===== src/rtl/bus_resync_tx_pend.sv =====
// One-deep holding register that parks the next word while the
// current one is still waiting for the far-side acknowledge.
module bus_resync_tx_pend #(
    parameter int N = 8
) (
    input  logic         clk,
    input  logic         rstb,
    input  logic         load,
    input  logic [N-1:0] load_data,
    input  logic         clear,
    output logic [N-1:0] data,
    output logic         valid
);

    // load and clear never coincide: upstream is held off while valid is set
    always_ff @(posedge clk or negedge rstb) begin
        if (!rstb) begin
            data  <= '0;
            valid <= 1'b0;
        end else if (load) begin
            data  <= load_data;
            valid <= 1'b1;
        end else if (clear) begin
            valid <= 1'b0;
        end
    end

endmodule


===== src/rtl/dff_resync.sv =====
// Multi-flop synchroniser for a single asynchronous level or toggle.
// Depth must be at least 2 for metastability settling.
module dff_resync #(
    parameter int STAGES = 2
) (
    input  logic clk,
    input  logic rstb,
    input  logic d,
    output logic q
);

    logic [STAGES-1:0] sync_q;

    always_ff @(posedge clk or negedge rstb) begin
        if (!rstb) begin
            sync_q <= '0;
        end else begin
            sync_q <= {sync_q[STAGES-2:0], d};
        end
    end

    assign q = sync_q[STAGES-1];

endmodule


===== src/rtl/bus_resync_tx.sv =====
// Source-domain end of a toggle req/ack bus crossing: launches words with a
// request toggle and retires them on the synchronised acknowledge toggle.
module bus_resync_tx #(
    parameter int N      = 8,
    parameter int STAGES = 2,
    parameter int CNT_W  = 8
) (
    input  logic             clk,
    input  logic             rstb,
    input  logic [N-1:0]     in_data,
    input  logic             in_valid,
    output logic             in_ready,
    output logic [N-1:0]     bus_data,
    output logic             req_tgl,
    input  logic             ack_tgl,
    output logic             done,
    output logic             busy,
    output logic [CNT_W-1:0] xfer_cnt,
    output logic             proto_err
);

    localparam logic [CNT_W-1:0] CNT_ONE = {{(CNT_W-1){1'b0}}, 1'b1};

    typedef enum logic {
        IDLE     = 1'b0,
        WAIT_ACK = 1'b1
    } state_t;

    state_t         state;
    logic           out_q;
    logic           ack_s;
    logic           ack_prev;
    logic           ack_edge;
    logic           ack_done;
    logic           free;
    logic           pend_valid;
    logic [N-1:0]   pend_data;
    logic           launch_pend;
    logic           launch_in;
    logic           launch;
    logic           park;
    logic [N-1:0]   launch_data;

    dff_resync #(
        .STAGES (STAGES)
    ) u_ack_sync (
        .clk  (clk),
        .rstb (rstb),
        .d    (ack_tgl),
        .q    (ack_s)
    );

    assign out_q    = (state == WAIT_ACK);
    assign ack_edge = ack_s ^ ack_prev;
    assign ack_done = ack_edge & out_q;
    assign free     = ~out_q | ack_done;

    // A parked word always launches ahead of a fresh upstream word.
    assign launch_pend = free & pend_valid;
    assign launch_in   = free & ~pend_valid & in_valid;
    assign launch      = launch_pend | launch_in;
    assign launch_data = pend_valid ? pend_data : in_data;
    assign park        = in_valid & in_ready & ~free;

    assign in_ready = ~pend_valid;
    assign busy     = out_q | pend_valid;

    bus_resync_tx_pend #(
        .N (N)
    ) u_pend (
        .clk       (clk),
        .rstb      (rstb),
        .load      (park),
        .load_data (in_data),
        .clear     (launch_pend),
        .data      (pend_data),
        .valid     (pend_valid)
    );

    // Data and toggle move on the same edge; the receiver only samples
    // bus_data after its own synchronised view of the request edge.
    always_ff @(posedge clk or negedge rstb) begin
        if (!rstb) begin
            state     <= IDLE;
            bus_data  <= '0;
            req_tgl   <= 1'b0;
            ack_prev  <= 1'b0;
            done      <= 1'b0;
            xfer_cnt  <= '0;
            proto_err <= 1'b0;
        end else begin
            ack_prev <= ack_s;
            done     <= ack_done;
            if (ack_done) begin
                xfer_cnt <= xfer_cnt + CNT_ONE;
            end
            if (ack_edge && !out_q) begin
                proto_err <= 1'b1;
            end
            if (free) begin
                if (launch) begin
                    bus_data <= launch_data;
                    req_tgl  <= ~req_tgl;
                    state    <= WAIT_ACK;
                end else begin
                    state    <= IDLE;
                end
            end
        end
    end

endmodule


===== config.mk =====
export PLATFORM = sky130hd
export DESIGN_NAME = bus_resync_tx
export DESIGN_NICKNAME = d
export VERILOG_FILES = /design/src/rtl/bus_resync_tx_pend.sv /design/src/rtl/dff_resync.sv /design/src/rtl/bus_resync_tx.sv
export SDC_FILE = /design/constraint.sdc
export NUM_CORES = 1
export LEC_CHECK = 0
export CORE_UTILIZATION = 40
export CTS_CLUSTER_SIZE = 24
export DETAILED_ROUTE_END_ITERATION = 6
export HOLD_SLACK_MARGIN = 0.05
export MAX_ROUTING_LAYER = met4
export PLACE_DENSITY = 0.77
export SLEW_MARGIN = 30
export SYNTH_ARGS = -nofsm -noshare
export SYNTH_HDL_FRONTEND = slang
export SYNTH_SLANG_ARGS = --single-unit
export TNS_END_PERCENT = 100

===== constraint.sdc =====
create_clock -name clk -period 1.3 [get_ports clk]
set_input_delay 0.13 -clock clk [delete_from_list [all_inputs] [get_ports clk]]
set_output_delay 0.13 -clock clk [all_outputs]
set_load 0.005 [all_outputs]

Word level (Yosys, flattened, before mapping)
Cells that the tools add are included.
- register bits after elaboration: 32
- bits in latches: 0
- memory bits (writable): 0
- memory bits (read-only): 0
- input port bits: 12
- output and inout port bits: 21
- logic and storage cells: 33
- memories kept: 0
- add/sub/neg operators: 1
- $mul: 0
- div/mod/pow operators: 0
- $lt $le $gt $ge: 0
- eq/ne operators: 0
- shifts and indexed selects: 0
- mux-type cells: 4
- bitwise gates (word level): 14
- reduce and logical (&&, ||, !) cells: 4
- operators by type and width (cell ; count):
    8-bit by 1-bit adder with 8-bit output, second input constant ; 1
    8-bit 2-to-1 mux ; 1
    1-bit AND ; 6
    1-bit inverter ; 4
    1-bit 2-to-1 mux ; 3
    1-bit bitwise OR ; 3
    2-bit AND reduction ; 1
    2-bit nonzero test ; 1
    1-bit logical AND ; 1
    1-bit logical NOT ; 1
    1-bit bitwise XOR ; 1

Longest topological paths before layout
- depth in word-level cells: 7
- gate-level depth with buffers: 4
- gate-level depth less buffers: 4

Modules after synthesis
A second synthesis with hierarchy kept.
- cells, all modules: 94
- area, all modules: 1368.8 um^2
- by module, submodules not included (module ; instances ; cells each ; area an instance (um^2) ; seq. area each (um^2)):
    bus_resync_tx ; 1 ; 72 ; 949.7 ; 525.5
    bus_resync_tx_pend ; 1 ; 20 ; 369.1 ; 225.2
    dff_resync ; 1 ; 2 ; 50.0 ; 50.0

Worst setup path before layout
No wires, ideal clock.
- path kind: register -> register
- start: register u_ack_sync.sync_q[1]
- end: register bus_data[0]
- setup time: 125 ps
- data arrival time: 1266 ps
- data required time: 1175 ps
- setup slack: -90 ps
- stages on the path, launching flop included: 5
- path buffers: 1
- period minus slack after synthesis: 1390 ps
- cells stage by stage: dfrtp_1 -> xnor2_1 -> buf_6 -> a21oi_4 -> mux2_2
- word-level cells in the longest chain between the ends: 7
- elaborated cells between the ends (all ways): 8
- classes of those cells: bitwise (7); reduce/logical (1)
- ends and longest elaborated chain (what ; line ; RTL):
    start, declared ; dff_resync.sv:12 ; logic [STAGES-1:0] sync_q;
    start signal, assigned ; dff_resync.sv:18 ; sync_q <= {sync_q[STAGES-2:0], d};
    1-bit bitwise XOR * ; bus_resync_tx.sv:54 ; assign ack_edge = ack_s ^ ack_prev;
    1-bit AND * ; bus_resync_tx.sv:55 ; assign ack_done = ack_edge & out_q;
    1-bit bitwise OR * ; bus_resync_tx.sv:56 ; assign free = ~out_q | ack_done;
    1-bit AND (2 in a row) ; bus_resync_tx.sv:60 ; assign launch_in = free & ~pend_valid & in_valid;
    1-bit bitwise OR ; bus_resync_tx.sv:61 ; assign launch = launch_pend | launch_in;
    2-bit AND reduction (no line) * ; -- ;
    end signal, assigned ; bus_resync_tx.sv:102 ; bus_data <= launch_data;
    end, declared ; bus_resync_tx.sv:13 ; output logic [N-1:0] bus_data,
Mark *: on every way between the ends. The rest lies on a longest branch, timed or not.
A chain may end at the register's enable or synchronous reset.

Final worst setup path
- start: register ack_prev
- end: register bus_data[6]
- word-level cells in the longest chain between the ends: 7
- elaborated cells between the ends (all ways): 8
- classes of those cells: bitwise (7); reduce/logical (1)
- ends and longest elaborated chain (what ; line ; RTL):
    start, declared ; bus_resync_tx.sv:32 ; logic ack_prev;
    start signal, assigned ; bus_resync_tx.sv:92 ; ack_prev <= ack_s;
    1-bit bitwise XOR * ; bus_resync_tx.sv:54 ;
    1-bit AND * ; bus_resync_tx.sv:55 ;
    1-bit bitwise OR * ; bus_resync_tx.sv:56 ;
    1-bit AND (2 in a row) ; bus_resync_tx.sv:60 ;
    1-bit bitwise OR ; bus_resync_tx.sv:61 ;
    2-bit AND reduction (no line) * ; -- ;
Marks and branches as above.

==> impl_table.tex <==
\begin{tabular}{lr}
\hline
Metric & Value \\
\hline
\multicolumn{2}{l}{\textbf{Setup path}} \\
\quad Critical path class & flip-flop to flip-flop \\
\quad Sort of element at the end of the critical path & flip-flop \\
\quad Required @ worst endpoint & 1510 ps \\
\quad Data arrival time at the worst-slack endpoint & 1680 ps \\
\quad Largest fanout on the critical path & 9 \\
\quad Standard cell with the maximum stage delay on the critical path & dfrtp\_1 \\
\quad Element type at the critical path start & flip-flop \\
\quad Number of buffer and inverter instances along the worst setup path & 2 \\
\quad Cell Chain, Critical Path & xnor2\_2, buf\_6, a21oi\_4, buf\_12, mux2\_2 \\
\quad Crit-path max cell delay & 420 ps \\
\quad Crit path max-delay family & flip-flops \\
\multicolumn{2}{l}{\textbf{Place}} \\
\quad Total placed cells including tap cells & 176 \\
\quad Half-perimeter wire length after detailed placement & 1.78 mm \\
\quad Standard cell area after detailed placement & 1780 um2 \\
\quad Routability-driven placement congestion ratio & 0.725 \\
\quad Port buffer count & 32 \\
\quad Place WS & -180 ps \\
\multicolumn{2}{l}{\textbf{Outcome}} \\
\quad Status & finished, violations left \\
\quad Violations in the final reports & setup timing \\
\multicolumn{2}{l}{\textbf{Timing}} \\
\quad Achievable clock frequency & 678 MHz \\
\quad Final setup violation count & 20 \\
\quad Final sum of negative setup slack & -2460 ps \\
\quad Worst clock skew on the final layout & 6.04 ps \\
\quad Pins Over Slew Limit & 0 \\
\quad Normalized max-slew margin & 86.4\% \\
\quad Setup WS post-layout & -175 ps \\
\quad Final Hold Fails & 0 \\
\quad Final critical path time including I/O delays and setup & 1480 ps \\
\quad Share of the cycle needed by the critical path after routing & 113\% \\
\quad Transition time of the tightest slew-check pin & 202 ps \\
\quad Unrepaired setup endpoints after global routing & yes \\
\multicolumn{2}{l}{\textbf{Synth}} \\
\quad Flops \& latches, synth & 32 \\
\quad Biggest area consumer among synthesized cells & dfrtp\_1 \\
\quad Mapped Area & 1330 um2 \\
\quad Portion of the post-synthesis area used by sequential elements & 60.2\% \\
\quad Dominant cells by area after synthesis & dfrtp\_1 60\%, mux2\_2 20\%, xor2\_1 5.3\%, nand4\_4 1.6\%, nor3\_1 1.5\% \\
\quad Number of instances in the synthesized netlist & 92 \\
\quad Proportion of netlist area held by the largest area contributor & 60.2\% \\
\quad Net count of the mapped netlist & 105 \\
\quad Distinct cells, synth & 18 \\
\quad Synth Area per Inst & 14.5 um2 \\
\quad Synth warn & 0 \\
\multicolumn{2}{l}{\textbf{Route}} \\
\quad Total number of vias & 926 \\
\quad Routed length per instance & 13.8 um \\
\quad Number of nets with antenna violations after detailed routing & 0 \\
\quad Residual DRC & 0 \\
\quad Initial DRC Count & 4 \\
\quad Detailed Route WL & 2.74 mm \\
\quad Ratio of routed vias to standard cells & 4.65 \\
\quad Detailed-routing iteration count for the pre-antenna-repair pass & 2 \\
\multicolumn{2}{l}{\textbf{Global routing}} \\
\quad Initial antenna violation count & 0 \\
\quad Residual overflow from global routing & 0 \\
\quad Global-route wire length before repair & 4.53 mm \\
\quad Largest net degree at the start of global routing & 33 \\
\quad GRT Resource Usage Total & 18.7\% \\
\quad Via count of the first global-routing pass & 1004 \\
\multicolumn{2}{l}{\textbf{Hold path}} \\
\quad Worst min-delay path category & input port to async pin \\
\multicolumn{2}{l}{\textbf{Pwr}} \\
\quad Combinational group share of total power & 38.6\% \\
\quad Flop pwr share & 43.9\% \\
\quad Pint & 2.34 mW \\
\quad Switching power summed over all nets & 0.988 mW \\
\quad Switching share of total power & 29.7\% \\
\quad Total power per unit cell area & 1640 nW/um2 \\
\quad VDD IR max & 0.923 mV \\
\quad Power share of the clock group & 17.5\% \\
\quad Leak Pwr & 0.954 nW \\
\multicolumn{2}{l}{\textbf{Layout}} \\
\quad Final-layout fill cell count & 242 \\
\quad Cell area after layout & 2030 um2 \\
\quad FF/Latch Area & 803 um2 \\
\quad Multi-input gate area in the final layout & 566 um2 \\
\quad Number of nets at the end of the flow & 167 \\
\quad Count of placed standard cells in the final layout, fillers left out & 199 \\
\quad Share of post-route cells with drive strength above 1 & 45.2\% \\
\quad Ant diodes & 0 \\
\quad Area added between synthesis and finish & 52.4\% \\
\quad Core Util, Final & 65.3\% \\
\multicolumn{2}{l}{\textbf{Floorplanning}} \\
\quad Starting utilization of the core area & 42.9\% \\
\quad Number of standard-cell rows in the floorplan & 20 \\
\quad Overall die area & 3560 um2 \\
\quad Die height & 59.7 um \\
\quad Die width & 59.7 um \\
\quad Boundary pin count & 33 \\
\quad Placeable core region & 3100 um2 \\
\multicolumn{2}{l}{\textbf{Clock network}} \\
\quad H-tree depth reported by CTS & 2 \\
\quad Clock insertion delay at the later pin of the skew report & 320 ps \\
\quad Post-CTS Hold Buffers & 0 \\
\quad Root buffer selected by CTS & clkbuf\_4 \\
\quad Number of clock sinks & 32 \\
\quad Clock tree buffer depth & 2 \\
\quad Clock-pin transition on the worst setup and hold timing paths & 90 ps \\
\quad Total CTS buffers & 5 \\
\quad CTS tree & yes \\
\multicolumn{2}{l}{\textbf{Run}} \\
\quad Max-cap violations & 0 \\
\hline
\end{tabular}
[path summary, 6_finish.rpt]
path                                                      from                        endpoint  slack [ps]  cells after the start
worst max-delay path                        ack_prev$_DFF_PN0_         bus_data[6]$_DFFE_PN0P_        -180                      5
worst min-delay path                                      rstb  u_ack_sync.sync_q[1]$_DFF_PN0_         160                      2
worst max register to register              ack_prev$_DFF_PN0_         bus_data[6]$_DFFE_PN0P_        -180                      5
worst min register to register  u_ack_sync.sync_q[0]$_DFF_PN0_  u_ack_sync.sync_q[1]$_DFF_PN0_         370                      0
max in group asynchronous                                 rstb               out_q$_DFFE_PN0N_         960                      2
min in group clk                                       ack_tgl  u_ack_sync.sync_q[0]$_DFF_PN0_         240                      1
[worst register-to-register path, delay by kind of cell (launching register included)]
| family | cells | cell delay [ps] |
|---|---|---|
| DFF | 1 | 420 |
| muxes | 1 | 330 |
| buffers and inverters | 2 | 280 |
| xor gates and xnor gates | 1 | 170 |
| AOI/OAI and AO/OA | 1 | 160 |
[cell type report]
| type | instances | area share (%) |
|---|---|---|
| multi-input cells | 56 | 27.9 |
| clock buffers | 8 | 2.90 |
| repair buffers | 58 | 26.7 |
| inverters | 1 | 0.185 |
| well taps | 44 | 2.72 |
| flip-flops and latches | 32 | 39.6 |
[per-layer routing]
metal / vias up / GRT usage (%) / wire length, um
li1: 443 / - / -
met1: 462 / 21.8 / 1170
met2: 16 / 28.6 / 1430
met3: 5 / 4.76 / 80
met4: 0 / 12.0 / 55
met5: - / - / 0
[stage by stage]
stage / hold slack (ps) / power, mW
4_1_cts: 151 / 3.26
2_1_floorplan: -166 / 1.97
3_3_place_gp: 337 / 2.56
6_report: 159 / 3.33
5_1_grt: 166 / 3.55
3_5_place_dp: 350 / 2.62
[power by group through the flow]
stage          Combinational, mW  Sequential (mW)  Clock (mW)
2_1_floorplan              0.445             1.52           0
3_3_place_gp                1.02             1.54           0
3_5_place_dp                1.05             1.56           0
4_1_cts                     1.19             1.46       0.605
5_1_grt                     1.41             1.50       0.653
6_report                    1.28             1.46       0.582
[state kept, by name, indices dropped and copies added, names as in the netlist]
signal,flops
ack_prev,1
bus_data,8
done,1
out_q,1
proto_err,1
req_tgl,1
u_ack_sync.sync_q,2
u_pend.data,8
u_pend.valid,1
xfer_cnt,8
[what timing repair did]
item / CTS / global route
setup buffers: 13 / 2
setup endpoints to repair: 41 / 26
resized for setup: 30 / 17
pin swaps: 1 / 6
[kinds of logic after synthesis]
group	count (synthesis)	synth area share, %
and+or+nand+nor	19	8.09
AOI/OAI and AO/OA	2	1.79
adders and majority gates	1	0.941
buffers and inverters	4	1.88
xor gates and xnor gates	9	5.93
DFF	32	60.2
muxes	25	21.2
[layout by cell type (no fill, tap or decap)]
master	synthesis	routed
a21oi_4	1	1
and2b_2	0	1
buf_12	0	2
buf_4	0	16
buf_6	1	8
clkbuf_1	0	2
clkbuf_2	0	1
clkbuf_4	0	5
clkbuf_8	0	1
clkdlybuf4s50_1	0	11
dfrtp_1	32	30
dfrtp_2	0	2
dlygate4sd2_1	0	20
ha_1	1	1
inv_2	0	1
mux2_1	1	1
mux2_2	24	23
mux2_4	0	1
nand2_1	5	5
nand4_1	3	3
nand4_4	1	1
nor2_1	4	3
nor2_4	0	1
nor3_2	0	1
nor3_4	0	3
o21bai_1	1	1
or2_4	0	1
xnor2_2	0	1
xor2_1	8	8
[cells in the mapped netlist (all sizes together)]
cell type / n
xor2: 8
or2: 1
nor2: 4
buf: 3
nand2: 5
inv: 1
ha: 1
o21bai: 1
and2b: 1
nor3: 4
dfrtp: 32
xnor2: 1
mux2: 25
nand4: 4
a21oi: 1
Power figures use the tool's default switching activity.
==> edit 1 (same flow settings) <==
Put one more register stage on the output `proto_err`, cleared by the reset. The value now appears one clock later. The other outputs are not delayed to match.
--- a/src/rtl/bus_resync_tx.sv
+++ b/src/rtl/bus_resync_tx.sv
@@ -25,6 +25,8 @@
         IDLE     = 1'b0,
         WAIT_ACK = 1'b1
     } state_t;
+
+    logic proto_err_s0;
 
     state_t         state;
     logic           out_q;
@@ -87,7 +89,7 @@
             ack_prev  <= 1'b0;
             done      <= 1'b0;
             xfer_cnt  <= '0;
-            proto_err <= 1'b0;
+            proto_err_s0 <= 1'b0;
         end else begin
             ack_prev <= ack_s;
             done     <= ack_done;
@@ -95,7 +97,7 @@
                 xfer_cnt <= xfer_cnt + CNT_ONE;
             end
             if (ack_edge && !out_q) begin
-                proto_err <= 1'b1;
+                proto_err_s0 <= 1'b1;
             end
             if (free) begin
                 if (launch) begin
@@ -109,5 +111,13 @@
         end
     end
 
+    always_ff @(posedge clk or negedge rstb) begin
+        if (!rstb) begin
+            proto_err <= '0;
+        end else begin
+            proto_err <= proto_err_s0;
+        end
+    end
+
 endmodule
 
Function: changed (Yosys sat finds a counterexample within 4 cycles, from zero or initial values and one cycle with rstb low).
==> edit 1 against the unedited design <==
  * The flow still finishes with violations (setup timing)
  * Total power grew 2.4%
  * Clock skew shrank 2.1 ps
  * Worst hold slack lost 1.1 ps
  * Area after synthesis grew 1.9%
  * Setup slack gained 29 ps
  * Die area grew 1.8%
  * Cell count grew 0.50%
  * Routed wire length grew 7.9%
  * Design area grew 1.0%
  * Sequential cell count grew 1
  * Largest cell class unchanged
  * Highest routed layer unchanged
==> edit 1: results (changes against the unedited design) <==
| Metric | Value |
|---|---|
| Status | complete, but fails checks |
| Violated checks | setup timing |
| Fin Clk Skew | 3.98 ps (-2.06 ps) |
| Gpl congestion | 0.702 (-3.1%) |
| Layout cell share with drive strength beyond 1 | 0.455 (+0.00352) |
| DP Worst Slack | -292 ps (-112 ps) |
| Total GRT Usage | 0.185 (-0.00218) |
| Synth top area share | 0.609 (+0.00735) |
| Layout fillers | 228 (-5.8%) |
| Worst setup path start | u_ack_sync.sync_q[1] |
| Comb pwr share | 0.408 (+0.022) |
| HPWL Detailed | 1.72 mm (-3.8%) |
| Post-synthesis sequential area ratio | 0.609 (+0.00735) |
| First-pass GRT wire length | 4.55 mm (+0.46%) |
| Slew HR | 0.855 (-0.00943) |
| Met1 Use GR | 0.211 (-0.00771) |
| Synth Net Count | 106 (+0.95%) |
| Final wirelength | 2.96 mm (+7.9%) |
| Endpoints failing setup | 20 (unchanged) |
| Synth cell count leaders | dfrtp_1, mux2_2, xor2_1 |
| Met2 WL post-DR | 1.58 mm (+11%) |
| DRT iter0 DRCs | 27 (+23) |
| Dominant cells by area after synthesis | dfrtp_1, mux2_2, xor2_1 |
| TNS Setup | -1710 ps (+748 ps) |
| Hold WS | 158 ps (-1.09 ps) |
| Met3 Use GR | 0.0455 (-0.00216) |
| DR WL met3 | 108 um (+35%) |
| Vias in the first global route | 987 (-1.7%) |
| Cells after Synth | 93 (+1.1%) |
| Vias per inst | 4.70 (+1.0%) |
| Post-route setup slack | -146 ps (+29.5 ps) |
| First drt pass iteration count | 4 (+2) |
| Worst vdd ir | 0.694 mV (-25%) |
| Static Leak | 0.974 nW (+2.2%) |
| Clock network fraction of total power | 0.157 (-0.018) |
| Final nets | 168 (+0.60%) |
edit 1: cell count changes in the layout (fill, tap and decap cells not counted), sizes merged:
| cell | unedited run | this run |
|---|---|---|
| dlygate4sd2 | 20 | 18 |
| dlymetal6s2s | 0 | 1 |
| dfrtp | 32 | 33 |
| buf | 26 | 27 |
edit 1: logic make-up after synthesis:
family	Yosys count	share of synthesized area
multiplexers	25	0.208
buffers and inverters	4	0.0185
AO/OA/AOI/OAI	2	0.0175
adder cells (fa/ha/maj)	1	0.00923
flip-flops	33	0.609
AND/OR/NAND/NOR	19	0.0794
XOR/XNOR	9	0.0582
edit 1: timing repair:
action                                  in CTS  in global routing
setup buffers                               15                  2
endpoints found under the setup margin      39                 26
pin swaps                                    3                  8
gates resized for setup                     34                 15
hold endpoints to repair                     0                  0
edit 1: area by class of cell:
class	count	area [sq um]	share of cell area
inverters	1	3.75	0.00183
well taps	44	55.1	0.0269
multi-input cells	56	584	0.285
clock buffers	8	48.8	0.0238
flip-flops and latches	33	828	0.404
repair buffers	58	528	0.258
==> edit 2 (same settings) <==
Without the edit above. `N` is set to 8 in 2 places; all go to 9.
--- a/src/rtl/bus_resync_tx_pend.sv
+++ b/src/rtl/bus_resync_tx_pend.sv
@@ -1,7 +1,7 @@
 // One-deep holding register that parks the next word while the
 // current one is still waiting for the far-side acknowledge.
 module bus_resync_tx_pend #(
-    parameter int N = 8
+    parameter int N = 9
 ) (
     input  logic         clk,
     input  logic         rstb,
--- a/src/rtl/bus_resync_tx.sv
+++ b/src/rtl/bus_resync_tx.sv
@@ -1,7 +1,7 @@
 // Source-domain end of a toggle req/ack bus crossing: launches words with a
 // request toggle and retires them on the synchronised acknowledge toggle.
 module bus_resync_tx #(
-    parameter int N      = 8,
+    parameter int N      = 9,
     parameter int STAGES = 2,
     parameter int CNT_W  = 8
 ) (
Ports: changed (resized bus_data and in_data); port bits go from 33 to 35. The function was not compared with the original's and may differ.
==> edit 2 against the unedited design <==
  * Sequential cell count grew 2
  * Count of clock-buffer cells in the layout shrank 1
  * Global-route usage grew 0.11 points
  * The flow still finishes with violations (setup timing)
  * Area after synthesis grew 6.9%
  * Setup slack gained 56 ps
  * Total power grew 5.5%
  * Non-clock buffer count grew 2
  * Design area grew 4.3%
  * Core utilization shrank 2.5 points
  * Routed wire length grew 9.9%
  * Clock power grew 6.0%
==> edit 2: results (changes against the unedited design) <==
| Metric | Value |
|---|---|
| Synth cell count leaders | dfrtp_1, mux2_2, xor2_1 |
| TNS Setup | -1790 ps (+661 ps) |
| DR WL met3 | 139 um (+74%) |
| Final nets | 176 (+5.4%) |
| Reg clk slew, reported paths | 110 ps (+20 ps) |
| Largest net degree at the start of global routing | 35 (+6.1%) |
| Post-route setup slack | -120 ps (+55.5 ps) |
| DRT iter0 DRCs | 7 (+3) |
| WL per Instance | 14.4 um (+4.7%) |
| Met2 WL post-DR | 1.50 mm (+5.2%) |
| Top flop regs | bus_data: 9 flops, u_pend.data: 9 flops, xfer_cnt: 8 flops |
| Static Leak | 0.983 nW (+3.1%) |
| Violated checks | setup timing |
| R2R Path Start | u_ack_sync.sync_q[1] |
| Pwr/cell area | 1660 nW/um^2 (+1.1%) |
| Via Count | 987 (+6.6%) |
| Post-synthesis sequential area ratio | 0.599 (-0.00348) |
| Sw Ratio | 0.304 (+0.00734) |
| Comb pwr share | 0.380 (-0.006) |
| HPWL Detailed | 1.82 mm (+2.2%) |
| Met3 Use GR | 0.0630 (+0.0154) |
| Seq pwr share | 0.444 (+0.005) |
| Clock latency on the worst-skew pair | 350 ps (+30 ps) |
| Layout cell share with drive strength beyond 1 | 0.479 (+0.0269) |
| DP Worst Slack | -173 ps (+6.42 ps) |
| Synth Net Count | 111 (+5.7%) |
| Endpoints failing setup | 22 (+10%) |
| GR Layer Usage met2 | 0.276 (-0.00922) |
| Worst-margin pin slew | 296 ps (+93.8 ps) |
| CP max-delay cell | dfrtp_2 |
| M1 WL | 1.31 mm (+12%) |
| I/O Buffers | 34 (+6.3%) |
| First-pass GRT wire length | 4.70 mm (+3.6%) |
| Vias in the first global route | 951 (-5.3%) |
| R2r worst-path depth | 4 (-1) |
| Status | complete, but fails checks |
| Dominant cells by area after synthesis | dfrtp_1, mux2_2, xor2_1 |
==> edit 2: cell types whose count changed in the layout (fill, tap and decap cells not counted), moves of 2 or more <==
cell     unedited run  this run
nor3_4              3         1
buf_6               8         1
mux2_2             23        28
dfrtp_1            30        32
nor3_2              1         3
buf_4              16        23
==> edit 2: through the flow <==
step | std cells | area, sq um | hold WS (ps)
floorplan | 97 | 1420 | -166
global placement | 184 | 1900 | 337
global route | 209 | 2110 | 132
detailed placement | 184 | 1900 | 338
CTS | 206 | 2080 | 139
finish | 209 | 2110 | 129
==> edit 2: final cells by class <==
cell class | count | area (sq um)
Timing Repair Buffer | 60 | 529
Multi-Input combinational cell | 60 | 609
Inverter | 1 | 3.75
Sequential cell | 34 | 853
Clock inverter | 1 | 5.00
Tap cell | 46 | 57.6
Fill cell | 284 | 1250
Clock buffer | 7 | 55.1
==> edit 2: how the worst min path moves through the flow <==
stage | startpoint | end | slack (ps)
final | rstb | bus_data[3] | 130
after global routing | rstb | bus_data[3] | 130
after CTS | rstb | u_pend.valid | 140
after detailed placement | u_ack_sync.sync_q[0] | u_ack_sync.sync_q[1] | 340
after global placement | u_ack_sync.sync_q[0] | u_ack_sync.sync_q[1] | 340
after floorplan | rstb | ack_prev | -170
==> edit 2: cell families (layout without fill, tap and decap cells) <==
kind of cell             after synthesis  after routing  synth area share
flip-flops                            34             34             0.599
multiplexers                          28             28             0.222
XOR/XNOR                               9              9            0.0607
buffers and inverters                  4             69            0.0167
adder cells (fa/ha/maj)                1              1           0.00880
AO/OA/AOI/OAI                          2              2            0.0167
AND/OR/NAND/NOR                       19             20            0.0766
==> edit 2: repair_timing <==
action | CTS | global route
pin swaps | 2 | 3
endpoints found under the setup margin | 46 | 27
gates resized for setup | 31 | 9
setup buffers | 13 | 3
cloned | 1 | 0
